[src/rtl/key_debouncer_pkg.sv]
// Shared types and helpers for the push-button debouncer.
// Holds the FSM state encoding, the counter-width helper and the simulation debounce default.
package key_debouncer_pkg;

    typedef enum logic [1:0] {
        IDLE         = 2'd0,
        PRESS_WAIT   = 2'd1,
        HELD         = 2'd2,
        RELEASE_WAIT = 2'd3
    } state_e;

    // Short debounce window used by simulation; hardware builds use the top-level default.
    localparam int SIM_DEBOUNCE_CYCLES = 8;

    // Bits needed to hold counts 0 .. n-1, never less than one bit.
    function automatic int cnt_width(input int n);
        return (n <= 2) ? 1 : $clog2(n);
    endfunction

endpackage

[src/rtl/sync_2ff.sv]
// Generic two-flop synchronizer for one asynchronous input pin.
// RESET_VALUE should be the pin's inactive level so reset never produces a false edge downstream.
module sync_2ff #(
    parameter logic RESET_VALUE = 1'b0
) (
    input  logic clk,
    input  logic rst_n,
    input  logic d,
    output logic q
);

    logic meta_q;
    logic sync_q;

    // NOTE: sequential state always uses non-blocking assignments so every flop samples pre-edge values.
    always_ff @(posedge clk or negedge rst_n) begin
        if (!rst_n) begin
            meta_q <= RESET_VALUE;
            sync_q <= RESET_VALUE;
        end else begin
            meta_q <= d;
            sync_q <= meta_q;
        end
    end

    assign q = sync_q;

endmodule

[src/rtl/key_debouncer.sv]
// Push-button debouncer: synchronizes key, filters bounce, emits a level plus press/release strobes.
// Optional auto-repeat on press is enabled by defining KEY_DEBOUNCER_AUTOREPEAT_EN.
module key_debouncer
    import key_debouncer_pkg::*;
#(
    parameter int DEBOUNCE_CYCLES = 500000,
    parameter int KEY_ACTIVE_LOW  = 1
`ifdef KEY_DEBOUNCER_AUTOREPEAT_EN
    ,
    parameter int REPEAT_DELAY    = 25000000,
    parameter int REPEAT_PERIOD   = 5000000
`endif
) (
    input  logic sys_clk,
    input  logic sys_rst_n,
    input  logic key,
    output logic pressed,
    output logic press,
    // 'release' is a reserved word, so the release strobe carries a suffix.
    output logic release_pulse
);

    localparam int               CNT_W          = cnt_width(DEBOUNCE_CYCLES);
    localparam logic [CNT_W-1:0] CNT_LAST       = CNT_W'(DEBOUNCE_CYCLES - 1);
    localparam logic             KEY_IDLE_LEVEL = (KEY_ACTIVE_LOW != 0);

`ifdef KEY_DEBOUNCER_AUTOREPEAT_EN
    localparam int REP_MAX = (REPEAT_DELAY > REPEAT_PERIOD) ? REPEAT_DELAY : REPEAT_PERIOD;
    localparam int REP_W   = cnt_width(REP_MAX);
    localparam logic [REP_W-1:0] REP_DELAY_LAST  = REP_W'(REPEAT_DELAY - 1);
    localparam logic [REP_W-1:0] REP_PERIOD_LAST = REP_W'(REPEAT_PERIOD - 1);

    logic [REP_W-1:0] rep_cnt_q, rep_cnt_d;
    logic             rep_first_q, rep_first_d;
    logic             rep_hit;
`endif

    logic key_sync;
    logic k;

    sync_2ff #(
        .RESET_VALUE (KEY_IDLE_LEVEL)
    ) u_key_sync (
        .clk   (sys_clk),
        .rst_n (sys_rst_n),
        .d     (key),
        .q     (key_sync)
    );

    assign k = (KEY_ACTIVE_LOW != 0) ? ~key_sync : key_sync;

    state_e           state_q, state_d;
    logic [CNT_W-1:0] cnt_q, cnt_d;
    logic             pressed_q, pressed_d;
    logic             press_q, press_d;
    logic             release_q, release_d;

    // NOTE: every signal assigned here gets a default first, so no path leaves a latch behind.
    always_comb begin
        state_d   = state_q;
        cnt_d     = cnt_q;
        pressed_d = pressed_q;
        press_d   = 1'b0;
        release_d = 1'b0;
`ifdef KEY_DEBOUNCER_AUTOREPEAT_EN
        rep_cnt_d   = rep_cnt_q;
        rep_first_d = rep_first_q;
        rep_hit     = 1'b0;
`endif
        case (state_q)
            IDLE: begin
                if (k) begin
                    state_d = PRESS_WAIT;
                    cnt_d   = '0;
                end
            end
            PRESS_WAIT: begin
                if (!k) begin
                    state_d = IDLE;
                    cnt_d   = '0;
                end else if (cnt_q == CNT_LAST) begin
                    state_d   = HELD;
                    cnt_d     = '0;
                    press_d   = 1'b1;
                    pressed_d = 1'b1;
`ifdef KEY_DEBOUNCER_AUTOREPEAT_EN
                    rep_cnt_d   = '0;
                    rep_first_d = 1'b1;
`endif
                end else begin
                    cnt_d = cnt_q + CNT_W'(1);
                end
            end
            HELD: begin
                if (!k) begin
                    state_d = RELEASE_WAIT;
                    cnt_d   = '0;
                end
`ifdef KEY_DEBOUNCER_AUTOREPEAT_EN
                else begin
                    // First strobe waits the long delay, later ones the shorter period.
                    rep_hit = rep_first_q ? (rep_cnt_q == REP_DELAY_LAST)
                                          : (rep_cnt_q == REP_PERIOD_LAST);
                    if (rep_hit) begin
                        press_d     = 1'b1;
                        rep_cnt_d   = '0;
                        rep_first_d = 1'b0;
                    end else begin
                        rep_cnt_d = rep_cnt_q + REP_W'(1);
                    end
                end
`endif
            end
            RELEASE_WAIT: begin
                if (k) begin
                    state_d = HELD;
                    cnt_d   = '0;
                end else if (cnt_q == CNT_LAST) begin
                    state_d   = IDLE;
                    cnt_d     = '0;
                    release_d = 1'b1;
                    pressed_d = 1'b0;
`ifdef KEY_DEBOUNCER_AUTOREPEAT_EN
                    rep_cnt_d   = '0;
                    rep_first_d = 1'b1;
`endif
                end else begin
                    cnt_d = cnt_q + CNT_W'(1);
                end
            end
            default: begin
                state_d = IDLE;
                cnt_d   = '0;
            end
        endcase
    end

    always_ff @(posedge sys_clk or negedge sys_rst_n) begin
        if (!sys_rst_n) begin
            state_q   <= IDLE;
            cnt_q     <= '0;
            pressed_q <= 1'b0;
            press_q   <= 1'b0;
            release_q <= 1'b0;
`ifdef KEY_DEBOUNCER_AUTOREPEAT_EN
            rep_cnt_q   <= '0;
            rep_first_q <= 1'b1;
`endif
        end else begin
            state_q   <= state_d;
            cnt_q     <= cnt_d;
            pressed_q <= pressed_d;
            press_q   <= press_d;
            release_q <= release_d;
`ifdef KEY_DEBOUNCER_AUTOREPEAT_EN
            rep_cnt_q   <= rep_cnt_d;
            rep_first_q <= rep_first_d;
`endif
        end
    end

    assign pressed       = pressed_q;
    assign press         = press_q;
    assign release_pulse = release_q;

endmodule

[config.mk]
export PLATFORM = sky130hd
export DESIGN_NAME = key_debouncer
export DESIGN_NICKNAME = d
export VERILOG_FILES = /design/src/rtl/key_debouncer_pkg.sv /design/src/rtl/sync_2ff.sv /design/src/rtl/key_debouncer.sv
export SDC_FILE = /design/constraint.sdc
export NUM_CORES = 1
export LEC_CHECK = 0
export CELL_PAD_IN_SITES_DETAIL_PLACEMENT = 1
export CELL_PAD_IN_SITES_GLOBAL_PLACEMENT = 1
export CORE_MARGIN = 4
export CORE_UTILIZATION = 41
export CTS_CLUSTER_DIAMETER = 30
export DETAILED_ROUTE_END_ITERATION = 6
export GPL_ROUTABILITY_DRIVEN = 0
export PLACE_DENSITY = 0.7
export SLEW_MARGIN = 20
export SYNTH_ARGS = -nofsm -noshare
export SYNTH_HDL_FRONTEND = slang
export SYNTH_SLANG_ARGS = --single-unit
[constraint.sdc]
create_clock -name sys_clk -period 1.8 [get_ports sys_clk]
set_clock_uncertainty 0.1 [all_clocks]
set_input_delay 0.18 -clock sys_clk [delete_from_list [all_inputs] [get_ports sys_clk]]
set_output_delay 0.18 -clock sys_clk [all_outputs]
set_load 0.01 [all_outputs]
==> impl_metrics.xml, run 1 <==
<?xml version="1.0" encoding="UTF-8"?>
<metrics>
  <group name="sta">
    <metric name="setup_violations" unit="">4</metric>
    <metric name="achievable-frequency" unit="MHz">541</metric>
    <metric name="worst_max_slew_pin_slew" unit="ns">0.566</metric>
    <metric name="setup_repair_after_global_routing_missed_its_margin" unit="">true</metric>
    <metric name="setup_slack" unit="ns">-0.0485</metric>
    <metric name="post_layout_minimum_cycle_time" unit="ns">1.85</metric>
    <metric name="timing.slew.headroom" unit="">0.622</metric>
    <metric name="final.period_utilization" unit="">1.03</metric>
    <metric name="final-hold-violation-count" unit="">0</metric>
    <metric name="final-max-slew-violation-count" unit="">0</metric>
  </group>
  <group name="logic_synthesis">
    <metric name="synth_seq_cells" unit="">26</metric>
    <metric name="synth.cell_area" unit="sq um">1360</metric>
    <metric name="yosysUniqueCellTypes" unit="">39</metric>
    <metric name="synth_area_in_compound_gates" unit="">0.132</metric>
    <metric name="postSynthCellCount" unit="">141</metric>
    <metric name="synth.area.mux_share" unit="">0.0304</metric>
    <metric name="synth.net_count" unit="">145</metric>
    <metric name="synth-xor-area-share" unit="">0.0184</metric>
    <metric name="ys_seq_area_frac" unit="">0.480</metric>
    <metric name="ys.warnings.count" unit="">0</metric>
    <metric name="main_combinational_cell_family_by_area_after_synthesis" unit="">simple AND/OR/NAND/NOR gates</metric>
    <metric name="synthSimpleGateAreaFrac" unit="">0.293</metric>
    <metric name="post_synth.cell_area_avg" unit="sq um">9.65</metric>
    <metric name="synth_fa_ha_area_frac" unit="">0.00920</metric>
  </group>
  <group name="final_layout">
    <metric name="drive_above_1_share" unit="">0.347</metric>
    <metric name="design_area" unit="sq um">1810</metric>
    <metric name="filler_cells_inserted" unit="">368</metric>
    <metric name="flow.area_growth_from_synthesis" unit="%">32.8</metric>
    <metric name="multi_input_area" unit="sq um">782</metric>
    <metric name="diodes" unit="">0</metric>
    <metric name="core_occupancy_in_the_finished_layout" unit="">0.582</metric>
    <metric name="seq_area" unit="sq um">653</metric>
    <metric name="num-nets-final" unit="">175</metric>
  </group>
  <group name="pwr">
    <metric name="power_leakage" unit="nW">0.777</metric>
    <metric name="max_rail_drop_vdd" unit="V">0.000389</metric>
    <metric name="power_per_standard_cell_area" unit="nW/um^2">619</metric>
    <metric name="p_total" unit="mW">1.12</metric>
  </group>
  <group name="global_route">
    <metric name="globalRouteMet2Util" unit="">0.330</metric>
    <metric name="grt_usage" unit="">0.190</metric>
    <metric name="number_of_antenna_violations_at_the_first_check_in_global_routing" unit="">0</metric>
    <metric name="first_global_vias" unit="">1318</metric>
    <metric name="first_pass_grt_wire_length" unit="um">6200</metric>
    <metric name="grt.met3_usage" unit="">0.0444</metric>
    <metric name="grt-busiest-layer" unit="">met2</metric>
    <metric name="grt-ovfl-total" unit="">0</metric>
    <metric name="gr-usage-met1" unit="">0.231</metric>
    <metric name="grt_max_degree" unit="">27</metric>
  </group>
  <group name="job">
    <metric name="maxCapViolCount" unit="">0</metric>
  </group>
  <group name="drt">
    <metric name="via_count" unit="">1214</metric>
    <metric name="drc" unit="">0</metric>
    <metric name="vias_per_cell" unit="">5.67</metric>
    <metric name="finalWirelength" unit="um">3880</metric>
    <metric name="first_iter_violations" unit="">55</metric>
    <metric name="dr.pass1.iters" unit="">4</metric>
    <metric name="drt.antenna.violating_nets" unit="">0</metric>
    <metric name="avgRoutedWirePerCell" unit="um">18.1</metric>
  </group>
  <group name="status">
    <metric name="failed_checks" unit="">negative setup slack</metric>
    <metric name="run_status" unit="">finished with violations</metric>
  </group>
  <group name="cts">
    <metric name="cts_buffer_depth" unit="">2</metric>
    <metric name="clock-sinks" unit="">26</metric>
    <metric name="clock_root_buffer" unit="">sky130_fd_sc_hd__clkbuf_4</metric>
    <metric name="ctsHoldBuffers" unit="">0</metric>
    <metric name="cts_buffers" unit="">3</metric>
    <metric name="tritoncts" unit="">done</metric>
    <metric name="htree_num_levels" unit="">1</metric>
    <metric name="clk_latency" unit="ns">0.34</metric>
    <metric name="clock_pin_slew_on_the_worst_setup_and_hold_paths" unit="ns">0.15</metric>
  </group>
  <group name="floorplanning">
    <metric name="die-area" unit="sq um">4300</metric>
    <metric name="floorplan.io_pins" unit="">6</metric>
    <metric name="fp.dieW" unit="um">65.6</metric>
    <metric name="core_area" unit="sq um">3100</metric>
    <metric name="die_h" unit="um">65.6</metric>
    <metric name="floorplan.initialDensity" unit="">0.438</metric>
    <metric name="placementRows" unit="">20</metric>
  </group>
  <group name="critical_path">
    <metric name="crit_required" unit="ns">1.98</metric>
    <metric name="worst_ep_arrival" unit="ns">2.03</metric>
    <metric name="critPathLaunchType" unit="">flop</metric>
    <metric name="cp_max_fo" unit="">5</metric>
    <metric name="worstSetupEndpointType" unit="">flop</metric>
    <metric name="worst-setup-path-type" unit="">flop to flop</metric>
  </group>
  <group name="placed_design">
    <metric name="post_dp_cell_area" unit="sq um">1570</metric>
    <metric name="place_hpwl" unit="um">2450</metric>
    <metric name="port_buffers" unit="">5</metric>
  </group>
  <group name="worst_hold_path">
    <metric name="hp-class" unit="">primary input to async pin</metric>
  </group>
</metrics>
[final timing paths]
kind,startpoint,to,cells past startpoint,slack (ns)
setup / recovery,u_key_sync.q,cnt_q[18],5,-0.05
hold / removal,sys_rst_n,cnt_q[7],2,0.09
setup reg to reg,u_key_sync.q,cnt_q[18],5,-0.05
hold reg to reg,u_key_sync.meta_q,u_key_sync.q,0,0.25
max in group asynchronous,sys_rst_n,u_key_sync.meta_q,2,1.20
min in group sys_clk,key,u_key_sync.meta_q,1,0.14
[metrics by stage]
stage          hold slack (ns)   TNS, ns  worst slack (ns)  cells
3_3_place_gp             0.250         0            0.0244    203
5_1_grt                  0.100    -0.986            -0.115    214
4_1_cts                  0.105  -0.00254          -0.00254    213
3_5_place_dp             0.247    -0.189           -0.0422    203
6_report                0.0915   -0.0870           -0.0485    214
2_1_floorplan           -0.216    -0.139           -0.0510    141
[layout make-up]
type                    instances  share of cell area
well taps                      44              0.0305
clock inverters                 1              0.0166
inverters                       6              0.0125
flip-flops and latches         26               0.361
clock buffers                   3              0.0125
multi-input cells             106               0.433
repair buffers                 28               0.134
[placed cells by master, fill, tap and decap left out, types with 2 or more instances in the layout]
master / instances
sky130_fd_sc_hd__nor2_2: 3
sky130_fd_sc_hd__and3_1: 5
sky130_fd_sc_hd__clkdlybuf4s50_1: 5
sky130_fd_sc_hd__a21oi_2: 7
sky130_fd_sc_hd__o21ai_1: 3
sky130_fd_sc_hd__dfrtp_1: 24
sky130_fd_sc_hd__nand3_2: 2
sky130_fd_sc_hd__and2_1: 5
sky130_fd_sc_hd__clkbuf_4: 3
sky130_fd_sc_hd__nand3_1: 15
sky130_fd_sc_hd__mux2i_1: 3
sky130_fd_sc_hd__nand2_1: 16
sky130_fd_sc_hd__nor3_1: 2
sky130_fd_sc_hd__o21ai_0: 3
sky130_fd_sc_hd__dfstp_2: 2
sky130_fd_sc_hd__nor2_1: 4
sky130_fd_sc_hd__nand4_1: 5
sky130_fd_sc_hd__and4_4: 2
sky130_fd_sc_hd__a22o_1: 2
sky130_fd_sc_hd__or3_1: 4
sky130_fd_sc_hd__inv_1: 6
sky130_fd_sc_hd__buf_6: 5
sky130_fd_sc_hd__buf_4: 18
[sequential cells by signal, summed over array words and instances, names as in the netlist, named ones only]
| signal | flops |
|---|---|
| state_q | 1 |
| press | 1 |
| u_key_sync.q | 1 |
| release_pulse | 1 |
| pressed | 1 |
| cnt_q | 19 |
| u_key_sync.meta_q | 1 |
[synthesized netlist by cell type]
library cell                number  area share
sky130_fd_sc_hd__nor3_1          3       0.011
sky130_fd_sc_hd__a31oi_4         1       0.016
sky130_fd_sc_hd__o22ai_1         1      0.0046
sky130_fd_sc_hd__or3_1           4       0.018
sky130_fd_sc_hd__dfstp_2         2       0.039
sky130_fd_sc_hd__o21ai_0         6       0.022
sky130_fd_sc_hd__nor2_1          7       0.019
sky130_fd_sc_hd__nand4_1         5       0.023
sky130_fd_sc_hd__mux2i_1         3       0.022
sky130_fd_sc_hd__o21bai_1        1      0.0055
sky130_fd_sc_hd__nor4_2          1      0.0092
sky130_fd_sc_hd__and4_1          3       0.019
sky130_fd_sc_hd__and2_1          5       0.023
sky130_fd_sc_hd__xnor2_2         1       0.012
sky130_fd_sc_hd__inv_1           6       0.017
sky130_fd_sc_hd__buf_6           1      0.0083
sky130_fd_sc_hd__clkbuf_1        1      0.0028
sky130_fd_sc_hd__a21oi_1         9       0.033
sky130_fd_sc_hd__or3b_1          1      0.0064
sky130_fd_sc_hd__ha_1            1      0.0092
sky130_fd_sc_hd__nor2_2          1      0.0046
sky130_fd_sc_hd__a21o_1          1      0.0055
sky130_fd_sc_hd__a211o_1         1      0.0064
sky130_fd_sc_hd__nand3_1        17       0.063
sky130_fd_sc_hd__nand2_1        17       0.047
sky130_fd_sc_hd__a221o_1         1      0.0074
sky130_fd_sc_hd__nor4b_1         1      0.0064
sky130_fd_sc_hd__xor2_1          1      0.0064
sky130_fd_sc_hd__mux2_2          1      0.0083
sky130_fd_sc_hd__nor3_4          1       0.012
sky130_fd_sc_hd__buf_4           1      0.0055
sky130_fd_sc_hd__dfrtp_1        24        0.44
sky130_fd_sc_hd__a2bb2oi_1       1      0.0064
sky130_fd_sc_hd__o31ai_1         1      0.0055
sky130_fd_sc_hd__and3_4          1      0.0083
sky130_fd_sc_hd__and3_1          5       0.023
sky130_fd_sc_hd__buf_2           1      0.0037
sky130_fd_sc_hd__a22o_1          2       0.013
sky130_fd_sc_hd__o311ai_0        1      0.0064
[where the power goes]
part | switching, mW | total (mW) | internal [mW] | leakage, nW
combinational | 0.0580 | 0.102 | 0.0441 | 0.396
clock | 0.189 | 0.414 | 0.226 | 0.0279
sequential | 0.00794 | 0.601 | 0.593 | 0.353
total | 0.255 | 1.12 | 0.863 | 0.777
[timing repair]
| item | 4_1_cts | 5_1_grt |
|---|---|---|
| gates cloned | 2 | 0 |
| buffers inserted | 4 | 2 |
| hold endpoints to repair | 0 | 0 |
| pin swaps | 5 | 11 |
| gates resized for setup | 8 | 26 |
| endpoints found under the setup margin | 14 | 16 |
[critical path, stage by stage (launching register included)]
cell and delay [ns]:
sky130_fd_sc_hd__dfstp_2 0.62, sky130_fd_sc_hd__xnor2_4 0.17, sky130_fd_sc_hd__nand2_2 0.13, sky130_fd_sc_hd__a31oi_4 0.29
sky130_fd_sc_hd__or3b_1 0.39, sky130_fd_sc_hd__nand3_1 0.08
[kinds of logic after synthesis]
| kind of cell | Yosys count |
|---|---|
| and+or+nand+nor | 72 |
| AOI/OAI and AO/OA | 26 |
| DFF | 26 |
| buffers and inverters | 10 |
| muxes | 4 |
| xor gates and xnor gates | 2 |
| adders and majority gates | 1 |
[per-layer routing]
layer / share of wire / vias to the layer above
met4: 0.017 / 0
met3: 0.020 / 8
met5: 0 / -
li1: - / 573
met1: 0.42 / 618
met2: 0.54 / 15
No activity file was read; power rests on OpenSTA's default activity.
==> run 2, diff against run 1 <==
Settings changed: CORE_ASPECT_RATIO from default to 0.9, HOLD_SLACK_MARGIN from default to 0.05.
==> run 2 against run 1 <==
Register-to-register slack got worse by 0.03 ns. Fmax is 1.6% lower. Combinational power shrank 12%. Design area is 2.4% lower. The flow still finishes with violations (negative setup slack). Cell count unchanged. Sequential cell count stayed put. Critical path depth grew 1. Worst setup slack got worse by 0.030 ns. Sequential power hardly changed.
==> impl_metrics.xml, run 2 (synthesis gave the netlist of run 1 again) <==
<?xml version="1.0" encoding="UTF-8"?>
<metrics>
  <group name="sta">
    <metric name="final-max-slew-violation-count" unit="">0</metric>
    <metric name="final-hold-violation-count" unit="">0</metric>
    <metric name="setup_repair_after_global_routing_missed_its_margin" unit="">true</metric>
    <metric name="setup_violations" unit="">10</metric>
    <metric name="worst_max_slew_pin_slew" unit="ns">0.456</metric>
    <metric name="post_layout_minimum_cycle_time" unit="ns">1.88</metric>
    <metric name="hold_ws" unit="ns">0.172</metric>
    <metric name="timing.slew.headroom" unit="">0.696</metric>
    <metric name="setup_slack" unit="ns">-0.0785</metric>
    <metric name="final.period_utilization" unit="">1.04</metric>
    <metric name="setup-tns-final" unit="ns">-0.374</metric>
    <metric name="achievable-frequency" unit="MHz">532</metric>
  </group>
  <group name="pwr">
    <metric name="sw_frac_of_total" unit="">0.237</metric>
    <metric name="power_leakage" unit="nW">0.779</metric>
    <metric name="combinationalPowerShare" unit="">0.083</metric>
    <metric name="power_per_standard_cell_area" unit="nW/um^2">615</metric>
    <metric name="power.share.sequential" unit="">0.554</metric>
    <metric name="max_rail_drop_vdd" unit="V">0.000635</metric>
    <metric name="p_int" unit="mW">0.828</metric>
    <metric name="p_sw" unit="mW">0.257</metric>
    <metric name="p_total" unit="mW">1.09</metric>
    <metric name="p_clk_frac" unit="">0.363</metric>
  </group>
  <group name="status">
    <metric name="run_status" unit="">finished with violations</metric>
    <metric name="failed_checks" unit="">negative setup slack</metric>
  </group>
  <group name="global_route">
    <metric name="grt_usage" unit="">0.191</metric>
    <metric name="number_of_antenna_violations_at_the_first_check_in_global_routing" unit="">0</metric>
    <metric name="first_global_vias" unit="">1272</metric>
    <metric name="grt-ovfl-total" unit="">0</metric>
    <metric name="first_pass_grt_wire_length" unit="um">6240</metric>
    <metric name="grt_max_degree" unit="">27</metric>
  </group>
  <group name="critical_path">
    <metric name="worst_r2r_endpoint" unit="">cnt_q[13]</metric>
    <metric name="regToRegStartpoint" unit="">cnt_q[1]</metric>
    <metric name="cp_max_fo" unit="">8</metric>
    <metric name="reg2regPathDepth" unit="">6</metric>
    <metric name="worst-setup-path-type" unit="">flop to flop</metric>
    <metric name="crit_required" unit="ns">1.87</metric>
    <metric name="crit_path_end" unit="">cnt_q[13]</metric>
    <metric name="worst_ep_arrival" unit="ns">1.95</metric>
    <metric name="regToRegSetupSlack" unit="ns">-0.08</metric>
    <metric name="worstSetupEndpointType" unit="">flop</metric>
    <metric name="worstSetupStartpoint" unit="">cnt_q[1]</metric>
    <metric name="critPathLaunchType" unit="">flop</metric>
  </group>
  <group name="cts">
    <metric name="clock-sinks" unit="">26</metric>
    <metric name="tritoncts" unit="">done</metric>
    <metric name="clock_pin_slew_on_the_worst_setup_and_hold_paths" unit="ns">0.10</metric>
    <metric name="cts_buffers" unit="">3</metric>
    <metric name="cts_buffer_depth" unit="">2</metric>
    <metric name="clk_latency" unit="ns">0.28</metric>
    <metric name="htree_num_levels" unit="">1</metric>
    <metric name="clock_root_buffer" unit="">sky130_fd_sc_hd__clkbuf_8</metric>
    <metric name="ctsHoldBuffers" unit="">0</metric>
  </group>
  <group name="final_layout">
    <metric name="largest_register_ffs" unit="">19</metric>
    <metric name="most_common_cell_after_layout_fill_and_taps_aside" unit="">sky130_fd_sc_hd__buf_4</metric>
    <metric name="num-nets-final" unit="">177</metric>
    <metric name="diodes" unit="">0</metric>
    <metric name="drive_above_1_share" unit="">0.320</metric>
    <metric name="flow.area_growth_from_synthesis" unit="%">29.7</metric>
    <metric name="filler_cells_inserted" unit="">359</metric>
    <metric name="registers.top_by_ff_count" unit="">cnt_q</metric>
    <metric name="layout_common_cells" unit="">sky130_fd_sc_hd__buf_4 (22), sky130_fd_sc_hd__dfrtp_1 (21), sky130_fd_sc_hd__nand2_1 (16), sky130_fd_sc_hd__nand3_1 (16), sky130_fd_sc_hd__a21oi_1 (8)</metric>
    <metric name="core_occupancy_in_the_finished_layout" unit="">0.566</metric>
  </group>
  <group name="floorplanning">
    <metric name="core_area" unit="sq um">3110</metric>
    <metric name="floorplan.initialDensity" unit="">0.437</metric>
    <metric name="die-area" unit="sq um">4300</metric>
    <metric name="die_h" unit="um">62.6</metric>
    <metric name="floorplan.io_pins" unit="">6</metric>
    <metric name="fp.dieW" unit="um">68.7</metric>
    <metric name="placementRows" unit="">19</metric>
  </group>
  <group name="worst_hold_path">
    <metric name="hp-class" unit="">primary input to async pin</metric>
  </group>
  <group name="placed_design">
    <metric name="place_hpwl" unit="um">2600</metric>
    <metric name="port_buffers" unit="">5</metric>
  </group>
  <group name="drt">
    <metric name="finalWirelength" unit="um">3700</metric>
    <metric name="via_count" unit="">1208</metric>
    <metric name="avgRoutedWirePerCell" unit="um">17.3</metric>
    <metric name="first_iter_violations" unit="">67</metric>
    <metric name="vias_per_cell" unit="">5.64</metric>
    <metric name="dr.pass1.iters" unit="">4</metric>
    <metric name="drc" unit="">0</metric>
    <metric name="drt.antenna.violating_nets" unit="">0</metric>
  </group>
  <group name="job">
    <metric name="maxCapViolCount" unit="">0</metric>
  </group>
</metrics>
-- run 2: cell types whose count changed in the layout (fill, tap and decap cells not counted), sizes merged --
cell	before	now
buf	23	26
a31oi	2	1
bufinv	1	0
clkbuf	3	4
-- run 2: power groups by stage --
stage,Combinational [mW],Clock (mW),Sequential (mW)
6_report,0.0898,0.394,0.601
5_1_grt,0.0989,0.422,0.602
4_1_cts,0.0829,0.403,0.600
3_5_place_dp,0.0776,0,0.610
3_3_place_gp,0.0747,0,0.610
2_1_floorplan,0.0356,0,0.611
-- run 2: final cells by class --
cell class	count	area [sq um]	area share
multi-input combinational	105	717	0.406
sequential	26	657	0.372
timing repair buffer	31	260	0.148
clock buffer	4	55.1	0.0312
tap	42	52.6	0.0298
inverter	6	22.5	0.0128
-- run 2: metrics by stage --
stage / std cells / worst slack [ns] / area, sq um
2_1_floorplan: 141 / -0.0510 / 1360
3_5_place_dp: 203 / -0.167 / 1580
4_1_cts: 211 / -0.0699 / 1690
6_report: 214 / -0.0785 / 1760
5_1_grt: 214 / -0.118 / 1760
3_3_place_gp: 203 / -0.102 / 1580
-- run 2: metal layers --
metal,track usage,up-vias,wire (um)
met5,0,-,0
met3,0.0504,4,117
met2,0.287,17,1820
met1,0.264,613,1720
li1,-,574,-
met4,0.0584,0,42
-- run 2: worst min path at each step --
| stage | start | end | slack (ns) | cells past startpoint |
|---|---|---|---|---|
| after detailed placement | u_key_sync.meta_q | u_key_sync.q | 0.25 | 0 |
| after global placement | u_key_sync.meta_q | u_key_sync.q | 0.25 | 0 |
| after floorplan | sys_rst_n | async pin | -0.22 | 0 |
| after CTS | sys_rst_n | cnt_q[14] | 0.19 | 2 |
| after global routing | sys_rst_n | cnt_q[6] | 0.21 | 2 |
| final | sys_rst_n | cnt_q[6] | 0.17 | 2 |
-- run 2: worst max-delay path: stages (launching register included) --
cell and delay (ns):
sky130_fd_sc_hd__dfrtp_1 0.41, sky130_fd_sc_hd__ha_4 0.16, sky130_fd_sc_hd__and4_4 0.21, sky130_fd_sc_hd__and3_4 0.22, sky130_fd_sc_hd__a31oi_4 0.17, sky130_fd_sc_hd__and3_1 0.23, sky130_fd_sc_hd__a211o_1 0.26
-- run 2: what timing repair did --
action,in CTS,in global routing
buffers inserted,4,3
pin swaps,8,13
gates resized for setup,10,15
endpoints found under the setup margin,16,23
==> run 3, diff against run 2 <==
--- a/config.mk
+++ b/config.mk
@@ -7,2 +7,3 @@
 export LEC_CHECK = 0
+export ABC_AREA = 1
 export CELL_PAD_IN_SITES_DETAIL_PLACEMENT = 1
@@ -11,3 +12,3 @@
 export CORE_MARGIN = 4
-export CORE_UTILIZATION = 41
+export CORE_UTILIZATION = 40
 export CTS_CLUSTER_DIAMETER = 30
@@ -16,3 +17,4 @@
 export HOLD_SLACK_MARGIN = 0.05
-export PLACE_DENSITY = 0.7
+export PLACE_DENSITY = 0.72
+export REMOVE_ABC_BUFFERS = 1
 export SLEW_MARGIN = 20
--- a/constraint.sdc
+++ b/constraint.sdc
@@ -4,2 +4,2 @@
 set_output_delay 0.18 -clock sys_clk [all_outputs]
-set_load 0.01 [all_outputs]
+set_load 0.02 [all_outputs]
==> run 3 against run 2 <==
The run now ends clean. Critical endpoint is now cnt_q[5]. Design area fell by 1.5%. Routed wire length is 17% higher. Fmax rose by 11%. Combinational power grew to 3.7 times the previous value. Total power rose by 30%. Sequential share of layout area is 0.42 points higher.
==> impl_metrics.xml, run 3 <==
<?xml version="1.0" encoding="UTF-8"?>
<metrics>
  <group name="global_route">
    <metric name="first_global_vias" unit="">1548</metric>
    <metric name="first_pass_grt_wire_length" unit="um">7470</metric>
    <metric name="grt-ovfl-total" unit="">0</metric>
    <metric name="grt_max_degree" unit="">27</metric>
    <metric name="number_of_antenna_violations_at_the_first_check_in_global_routing" unit="">0</metric>
    <metric name="grt_usage" unit="">0.200</metric>
  </group>
  <group name="drt">
    <metric name="drt.antenna.violating_nets" unit="">0</metric>
    <metric name="via_count" unit="">1416</metric>
    <metric name="dr.pass1.iters" unit="">4</metric>
    <metric name="vias_per_cell" unit="">5.32</metric>
    <metric name="finalWirelength" unit="um">4340</metric>
    <metric name="drc" unit="">0</metric>
    <metric name="avgRoutedWirePerCell" unit="um">16.3</metric>
    <metric name="first_iter_violations" unit="">68</metric>
  </group>
  <group name="final_layout">
    <metric name="registers.top_by_ff_count" unit="">cnt_q</metric>
    <metric name="largest_register_ffs" unit="">19</metric>
    <metric name="num-nets-final" unit="">225</metric>
    <metric name="flow.area_growth_from_synthesis" unit="%">12.5</metric>
    <metric name="seq_area" unit="sq um">654</metric>
    <metric name="layout_common_cells" unit="">sky130_fd_sc_hd__nand2_1 (47), sky130_fd_sc_hd__nor2_1 (38), sky130_fd_sc_hd__inv_1 (26)</metric>
    <metric name="core_occupancy_in_the_finished_layout" unit="">0.466</metric>
    <metric name="drive_above_1_share" unit="">0.127</metric>
    <metric name="filler_cells_inserted" unit="">479</metric>
    <metric name="most_common_cell_after_layout_fill_and_taps_aside" unit="">sky130_fd_sc_hd__nand2_1</metric>
    <metric name="multi_input_area" unit="sq um">800</metric>
    <metric name="diodes" unit="">0</metric>
  </group>
  <group name="job">
    <metric name="maxCapViolCount" unit="">0</metric>
  </group>
  <group name="cts">
    <metric name="clk_latency" unit="ns">0.27</metric>
    <metric name="cts_buffers" unit="">3</metric>
    <metric name="cts_buffer_depth" unit="">2</metric>
    <metric name="clock_root_buffer" unit="">sky130_fd_sc_hd__clkbuf_8</metric>
    <metric name="htree_num_levels" unit="">1</metric>
    <metric name="clock_pin_slew_on_the_worst_setup_and_hold_paths" unit="ns">0.09</metric>
    <metric name="post_cts_buffers" unit="">0</metric>
    <metric name="clock-sinks" unit="">26</metric>
    <metric name="tritoncts" unit="">done</metric>
  </group>
  <group name="logic_synthesis">
    <metric name="synth.cell_area" unit="sq um">1550</metric>
    <metric name="synth_top_area_share" unit="">0.389</metric>
    <metric name="postSynthCellCount" unit="">210</metric>
    <metric name="synth_async_sr_flop_share" unit="">1.00</metric>
    <metric name="post_synth.cell_area_avg" unit="sq um">7.36</metric>
    <metric name="synth.top_cells.by_area" unit="">sky130_fd_sc_hd__dfrtp_1 (39%), sky130_fd_sc_hd__nand2_1 (11%), sky130_fd_sc_hd__nor2_1 (9.2%)</metric>
    <metric name="synthFlopType" unit="">sky130_fd_sc_hd__dfrtp_1</metric>
    <metric name="synth.top_cells.by_count" unit="">sky130_fd_sc_hd__nand2_1 (47), sky130_fd_sc_hd__nor2_1 (38), sky130_fd_sc_hd__inv_1 (26)</metric>
    <metric name="post-synth-top-count-cell" unit="">sky130_fd_sc_hd__nand2_1</metric>
    <metric name="synth_seq_cells" unit="">26</metric>
    <metric name="yosysUniqueCellTypes" unit="">28</metric>
    <metric name="ys_seq_area_frac" unit="">0.423</metric>
    <metric name="ys.warnings.count" unit="">0</metric>
    <metric name="synth_enable_flop_cells" unit="">0</metric>
    <metric name="synth_top_area_cell" unit="">sky130_fd_sc_hd__dfrtp_1</metric>
  </group>
  <group name="sta">
    <metric name="timing.slew.headroom" unit="">0.770</metric>
    <metric name="setup_violations" unit="">0</metric>
    <metric name="final-hold-violation-count" unit="">0</metric>
    <metric name="final.period_utilization" unit="">0.940</metric>
    <metric name="post_layout_minimum_cycle_time" unit="ns">1.69</metric>
    <metric name="final-max-slew-violation-count" unit="">0</metric>
    <metric name="hold_ws" unit="ns">0.171</metric>
    <metric name="worst_max_slew_pin_slew" unit="ns">0.346</metric>
    <metric name="achievable-frequency" unit="MHz">591</metric>
  </group>
  <group name="critical_path">
    <metric name="reg2regPathDepth" unit="">10</metric>
    <metric name="worstSetupEndpointType" unit="">flop</metric>
    <metric name="critPathLaunchType" unit="">flop</metric>
    <metric name="worst_r2r_endpoint" unit="">cnt_q[5]</metric>
    <metric name="worst_ep_arrival" unit="ns">1.76</metric>
    <metric name="crit_required" unit="ns">1.87</metric>
    <metric name="regToRegSetupSlack" unit="ns">0.11</metric>
    <metric name="cp_max_fo" unit="">8</metric>
    <metric name="regToRegStartpoint" unit="">cnt_q[1]</metric>
    <metric name="worst-setup-path-type" unit="">flop to flop</metric>
  </group>
  <group name="status">
    <metric name="run_status" unit="">finished, final reports clean</metric>
  </group>
  <group name="pwr">
    <metric name="power_per_standard_cell_area" unit="nW/um^2">813</metric>
    <metric name="max_rail_drop_vdd" unit="V">0.000341</metric>
    <metric name="power_leakage" unit="nW">0.754</metric>
  </group>
  <group name="placed_design">
    <metric name="port_buffers" unit="">5</metric>
    <metric name="place_hpwl" unit="um">3450</metric>
  </group>
  <group name="floorplanning">
    <metric name="die-area" unit="sq um">4920</metric>
    <metric name="placementRows" unit="">21</metric>
    <metric name="floorplan.io_pins" unit="">6</metric>
    <metric name="fp.dieW" unit="um">73.5</metric>
    <metric name="die_h" unit="um">67.0</metric>
    <metric name="floorplan.initialDensity" unit="">0.414</metric>
    <metric name="core_area" unit="sq um">3730</metric>
  </group>
  <group name="worst_hold_path">
    <metric name="hp-class" unit="">primary input to async pin</metric>
  </group>
</metrics>
## run 3: changes by cell type in the layout (fill, tap and decap cells not counted), moves of 5 or more
cell,change
sky130_fd_sc_hd__buf_4,-20
sky130_fd_sc_hd__nand2_1,+31
sky130_fd_sc_hd__nor2_1,+33
sky130_fd_sc_hd__nand2_2,+5
sky130_fd_sc_hd__inv_1,+20
sky130_fd_sc_hd__xor2_1,+5
## run 3: cells by family (layout without fill, tap and decap cells)
kind of cell / count (synthesis) / count (layout) / share of synthesized area
buffers and inverters: 29 / 39 / 0.0761
adders and majority gates: 1 / 1 / 0.00810
and+or+nand+nor: 132 / 132 / 0.398
AOI/OAI and AO/OA: 15 / 15 / 0.0551
DFF: 26 / 26 / 0.423
xor gates and xnor gates: 7 / 7 / 0.0397
## run 3: stage by stage
step	setup WS [ns]	cells	TNS [ns]	total power, mW	cell area (sq um)
6_report	0.107	266	0	1.41	1740
3_3_place_gp	0.130	262	0	0.992	1660
4_1_cts	0.0354	266	0	1.40	1710
2_1_floorplan	0.251	209	0	0.890	1530
3_5_place_dp	0.0152	262	0	1.01	1660
5_1_grt	-0.0166	266	-0.0924	1.50	1740
## run 3: worst max-delay path by stage
stage,from,cells past startpoint,to,slack (ns)
finish,cnt_q[1],10,cnt_q[5],0.11
global route,cnt_q[1],10,cnt_q[5],-0.02
CTS,cnt_q[0],10,cnt_q[5],0.04
detailed placement,cnt_q[0],10,cnt_q[5],0.02
global placement,cnt_q[0],10,cnt_q[5],0.13
floorplan,cnt_q[0],10,cnt_q[10],0.25
## run 3: what timing repair did
action / 4_1_cts / 5_1_grt
resized for setup: 1 / 4
setup endpoints to repair: 1 / 16
pin swaps: 0 / 0
hold buffers: 0 / 0
## run 3: cell type report
| class | count | area share |
|---|---|---|
| sequential | 26 | 0.377 |
| multi-input combinational | 155 | 0.460 |
| inverter | 28 | 0.0612 |
| timing repair buffer | 7 | 0.0374 |
| clock buffer | 4 | 0.0317 |
| tap | 46 | 0.0331 |
## run 3: power breakdown
part           internal [mW]  switching [mW]
sequential             0.629          0.0694
clock                  0.196           0.184
combinational          0.104           0.231
total                  0.928           0.484
## run 3: critical path, stage by stage (launching register included)
cell                       delay [ns]
sky130_fd_sc_hd__dfrtp_1         0.42
sky130_fd_sc_hd__ha_4            0.18
sky130_fd_sc_hd__inv_1           0.07
sky130_fd_sc_hd__nor2_4          0.13
sky130_fd_sc_hd__nand2_2         0.09
sky130_fd_sc_hd__nor2_4          0.15
sky130_fd_sc_hd__nand2_2         0.09
sky130_fd_sc_hd__nand2_2         0.10
sky130_fd_sc_hd__nand2_2         0.09
sky130_fd_sc_hd__clkinv_2        0.12
sky130_fd_sc_hd__nor2_1          0.06
## run 3: routing by layer
metal,up-vias,routed length [um],global-route usage
li1,683,-,-
met1,702,2120,0.268
met2,27,2020,0.326
met3,4,161,0.0422
met4,0,41,0.0498
met5,-,0,0
